--- src/rtl/ste_xadc_drp_reader.sv ---
// XADC DRP status reader: on each end-of-conversion, issues one DRP read and
// presents the right-justified 12-bit result to the averaging filter.
module ste_xadc_drp_reader #(
  parameter int DATA_W      = 16,
  parameter int TIMEOUT_CYC = 63
) (
  input  logic              clk,
  input  logic              rst_n,
  input  logic              en_i,
  input  logic [6:0]        addr_i,
  input  logic              eoc_i,
  output logic              den_o,
  output logic              dwe_o,
  output logic [6:0]        daddr_o,
  input  logic              drdy_i,
  input  logic [15:0]       do_i,
  output logic [DATA_W-1:0] dout_o,
  output logic              dout_valid_o,
  output logic              avg_clr_o,
  output logic              timeout_o,
  output logic              overrun_o,
  output logic [1:0]        state_o
);

  // Handshake: den_o is a one-cycle request issued in REQ; drdy_i is a
  // one-cycle response honoured only in WAIT, anything else is spurious.
  typedef enum logic [1:0] {
    IDLE = 2'd0,
    REQ  = 2'd1,
    WAIT = 2'd2
  } state_t;

  localparam logic [7:0] TMAX = 8'(TIMEOUT_CYC - 1);

  state_t     state;
  logic       pending;
  logic       first_flag;
  logic [6:0] last_addr;
  logic [7:0] tcnt;

  assign dwe_o   = 1'b0;
  assign state_o = state;

  always_ff @(posedge clk or negedge rst_n) begin
    if (!rst_n) begin
      state        <= IDLE;
      pending      <= 1'b0;
      first_flag   <= 1'b1;
      last_addr    <= 7'd0;
      tcnt         <= 8'd0;
      den_o        <= 1'b0;
      daddr_o      <= 7'd0;
      dout_o       <= '0;
      dout_valid_o <= 1'b0;
      avg_clr_o    <= 1'b0;
      timeout_o    <= 1'b0;
      overrun_o    <= 1'b0;
    end else begin
      den_o        <= 1'b0;
      dout_valid_o <= 1'b0;
      avg_clr_o    <= 1'b0;

      case (state)
        IDLE: begin
          tcnt <= 8'd0;
          if (en_i && (eoc_i || pending)) begin
            state     <= REQ;
            daddr_o   <= addr_i;
            pending   <= 1'b0;
            den_o     <= 1'b1;
            // A new channel (or first sample after enable) restarts the averager.
            avg_clr_o <= first_flag || (addr_i != last_addr);
          end
        end

        REQ: begin
          last_addr  <= daddr_o;
          first_flag <= 1'b0;
          tcnt       <= 8'd0;
          state      <= WAIT;
          if (eoc_i) begin
            if (pending) overrun_o <= 1'b1;
            pending <= 1'b1;
          end
        end

        WAIT: begin
          if (drdy_i) begin
            dout_o       <= DATA_W'(do_i[15:4]);
            dout_valid_o <= en_i;
            tcnt         <= 8'd0;
            state        <= IDLE;
          end else if (tcnt == TMAX) begin
            timeout_o <= 1'b1;
            tcnt      <= 8'd0;
            state     <= IDLE;
          end else begin
            tcnt <= tcnt + 8'd1;
          end
          if (eoc_i) begin
            if (pending) overrun_o <= 1'b1;
            pending <= 1'b1;
          end
        end

        default: state <= IDLE;
      endcase

      // Disable lets an in-flight read finish but drops all queued work and flags.
      if (!en_i) begin
        pending    <= 1'b0;
        timeout_o  <= 1'b0;
        overrun_o  <= 1'b0;
        first_flag <= 1'b1;
      end
    end
  end

endmodule

--- config.mk ---
export PLATFORM = sky130hd
export DESIGN_NAME = ste_xadc_drp_reader
export DESIGN_NICKNAME = d
export VERILOG_FILES = /design/src/rtl/ste_xadc_drp_reader.sv
export SDC_FILE = /design/constraint.sdc
export NUM_CORES = 1
export LEC_CHECK = 0
export CAP_MARGIN = 10
export CORE_MARGIN = 4
export CORE_UTILIZATION = 39
export CTS_CLUSTER_DIAMETER = 150
export DETAILED_ROUTE_END_ITERATION = 10
export MAX_ROUTING_LAYER = met4
export PLACE_DENSITY = 0.68
export SYNTH_ARGS = -nofsm -noshare
export SYNTH_HDL_FRONTEND = slang
export SYNTH_SLANG_ARGS = --single-unit
--- constraint.sdc ---
create_clock -name clk -period 3.2 [get_ports clk]
set_input_delay 0.96 -clock clk [delete_from_list [all_inputs] [get_ports clk]]
set_output_delay 0.96 -clock clk [all_outputs]
set_load 0.02 [all_outputs]
Yosys cells after proc, flatten, opt, wreduce, memory -nomap -nowiden
Index checks and enable logic that the tools add are counted.

Word-level logic and storage cells: 69. Output and inout port bits: 31. Bits in registers: 43.

Reduce and logical (&&, ||, !) cells: 13. Equal/unequal tests: 16. Muxes and demuxes: 27. $add $sub $neg: 1.

Operators by type and width (number): two-way mux 1 bit (19); two-way mux 8 bit (2); one-hot mux 8 bit (2 select lines) (1); inequality test 2 x 1 -> 1 bit, second input constant (5); AND reduction 3 bit (3); adder 8 x 1 -> 8 bit, second input constant (1); == test 8 x 6 -> 1 bit, second input constant (1); inequality test 7 bit (1); two-way mux 2 bit (3); inequality test 2 bit, second input constant (3); inequality test 3 x 2 -> 1 bit, second input constant (2); inequality test 3 bit, second input constant (2); one-hot mux 2 bit (3 select lines) (1); AND reduction 2 bit (3); OR reduction 2 bit (2); == test 2 x 1 -> 1 bit, second input constant (1); == test 2 bit, second input constant (1); logical NOT 2 bit (1); logical OR 1 bit (2); one-hot mux 1 bit (2 select lines) (1); nonzero test 2 bit (1); logical AND 1 bit (1).

Depth between registers and ports, before layout
Depth in word-level cells: 5. Mapped depth: 6. Mapped depth without buffers: 6.

Least setup slack after synthesis
No wires, ideal clock.

Kind: input-to-reg. Start: input drdy_i. End: register state[0] (netlist: state_o[0]). Path buffers: 0. Stages on the path: 4. Data arrival time: 1782 ps. Setup slack: 1293 ps. Setup time: 125 ps. Cells stage by stage: nand2b_1 -> a21oi_4 -> a21o_1 -> mux2_4.

Cells in the longest elaborated chain, start to end: 2. Elaborated cells on any way between the ends: 4.

RTL lines: from (decl) (line 15) `input logic drdy_i,`; two-way mux 2 bit or inequality test 3 bit (tied branches); one-hot mux 2 bit (3 select lines) or AND reduction 2 bit (tied branches); to (signal assigned) (line 67) `state <= REQ;`; to (signal assigned) (line 92) `state <= IDLE;`; to (signal assigned) (line 96) `state <= IDLE;`; to (decl) (line 35) `state_t state;`.

Several ways; a longest one is shown, not always the timed one. A chain may end at the register's enable or synchronous reset.

Worst setup path in the final report
Start: register state[0] (netlist: state_o[0]). End: output state_o[0].

RTL lines: from (signal assigned) (line 46) `state <= IDLE;`; from (signal assigned) (line 67); from (signal assigned) (line 80) `state <= WAIT;`; to (decl) (line 22) `output logic [1:0] state_o`.

No word-level cell between the ends.

==> metrics.txt <==
Worst Path Max Fanout=5; Num CTS Buffers=5; gr usage total=0.135; antenna viol nets, final=0; EDFF count, synth=0; leading register cell type out of synthesis=dfrtp_1; asr flop ratio synth=1.00; Area Growth Syn to Fin=33.0%; # resized after CTS=0; outcome=finished clean; worst slew pin tran=0.929 ns; worst setup path class=reg -> out; worst-skew pair later-pin latency=0.29 ns; Max Clock Skew=0.00695 ns; layout net count=254; Max Clock Freq=432 MHz; Max Cap Violations=0; biggest area consumer among synthesized cells=dfrtp_1; Mapped Cells=166; most frequent cell after synthesis=dfrtp_1; Clock transition at path regs=0.08 ns; Synthesis Warnings=0; Syn Std Cell Area=1950 µm²; VDD IR max=0.000434 V; Die H=78.8 µm; grt ovf=0; Slowest Stage Delay on Critical Path=0.63 ns; Synth Register Bits=43; Pwr per Cell Area=848 nW/µm²; core area=4790 µm²; clock tree buffer depth=2; Area contributors post-synth=dfrtp_1, mux2_2, nand2_1; layout cells sized above 1=0.164; vias in the first global route=1394; worst-path cell with the longest stage delay=clkdlybuf4s50_1; Final Max Tran Viols=0; I/O Buffers=49; post-synth top area share=0.538; setup TNS=0 ns; RSZ-0062 raised after global routing=false; Ant. Diodes=0; Top delay family on crit path=buffers and inverters; Initial Util=0.408; Synth cell types=36; Routed WL=3640 µm; global-route wire length before repair=6460 µm; Final Critical Period=2.31 ns; vias per inst=4.68; H-tree levels=2; DIE AREA=6210 µm²; Die X=78.8 µm; Clock Sinks=43; Crit path arrival time=1.35 ns; Max transition margin=0.381; buffers and inverters on the worst path=1; IO Pins=59; detailed-route via count=1342; Hold-fix buffers, CTS=0; drt pass-1 iters=4; crit path cell chain=clkdlybuf4s50_1; CP Data Required Time=2.24 ns; hpwl dp=2660 µm; Avg WL per Cell=12.7 µm; Hold Path Class=reg -> reg; post-route core utilization=0.543; Std-Cell Rows=25; largest net degree at the start of global routing=44; Worst setup EP type=output pin; post-synthesis sequential area ratio=0.551; DR iter-0 viols=96; post-CTS setup buffers=0; Finish-stage setup viols=0; Remaining DRCs=0; initial antenna violation count=0; Leak=1.16 nW; top cells by instance count after synthesis=dfrtp_1, nand2_1, mux2_2; Startpoint Class=flop; CTS tree=done; Hold Fails Final Rpt=0; Tcrit/Tclk final=0.723; syn_area_per_cell=11.8 µm²; GPL Wtd Cong=0.799; CTS root buffer=clkbuf_8; final hold slack=0.482 ns; Power, Total=0.00221 W; r2r setup slk=1.43 ns
## registers in the layout (all words and copies together) (netlist names)
signal / count
pending: 1
dout_o: 12
timeout_o: 1
overrun_o: 1
first_flag: 1
tcnt: 8
last_addr: 7
state_o: 2
den_o: 1
daddr_o: 7
dout_valid_o: 1
avg_clr_o: 1
## area by class of cell
cell class	count	area (µm²)
Clock buffer	7	96.3
Fill cell	446	2190
Clock inverter	1	7.51
Inverter	7	26.3
Tap cell	67	83.8
Sequential cell	43	1080
Multi-Input combinational cell	112	816
Timing Repair Buffer	50	493
## path summary, 6_finish.rpt
check                      cells past startpoint    endpoint       start
max                                            1  state_o[0]  state_o[0]
min                                            2  first_flag  first_flag
max reg2reg                                    6  state_o[1]  state_o[0]
min reg2reg                                    2  first_flag  first_flag
max in group asynchronous                      1   dout_o[1]       rst_n
min in group asynchronous                      1   dout_o[4]       rst_n
## placed cells by master (no fill, tap or decap), drive strengths merged, types with 3 or more instances in the layout
| master | instances |
|---|---|
| a21oi | 3 |
| clkbuf | 7 |
| clkdlybuf4s50 | 48 |
| conb | 5 |
| dfrtp | 42 |
| ha | 7 |
| inv | 6 |
| mux2 | 21 |
| nand2 | 28 |
| nand2b | 3 |
| nand3 | 5 |
| nor2 | 5 |
| nor4 | 3 |
| o21ai | 6 |
| xor2 | 7 |
## through the flow
stage,cell area [µm²],cells,setup slack (ns)
floorplan,1970,170,1.29
global placement,2500,279,0.735
detailed placement,2500,279,0.708
CTS,2600,287,0.860
global route,2600,287,0.823
finish,2600,287,0.887
## power by group
group | leakage, nW | switching, W | internal [W]
combinational | 0.557 | 0.000453 | 0.000507
sequential | 0.547 | 0.000125 | 0.000742
clock | 0.0505 | 0.000183 | 0.000196
## cell families after synthesis
| logic type | count (synthesis) | synth area share |
|---|---|---|
| and+or+nand+nor | 51 | 0.126 |
| DFF | 43 | 0.551 |
| muxes | 21 | 0.125 |
| AOI/OAI and AO/OA | 19 | 0.0717 |
| buffers and inverters | 15 | 0.0391 |
| xor gates and xnor gates | 9 | 0.0403 |
| adders and majority gates | 7 | 0.0448 |
| other | 1 | 0.00192 |
## per-layer routing
metal	GRT usage	share of wire	vias to the layer above
met2	0.213	0.46	39
met5	-	0	-
met3	0.0397	0.063	8
met4	0.0367	0.013	0
li1	-	-	664
met1	0.170	0.47	631
Power figures use the tool's default switching activity.
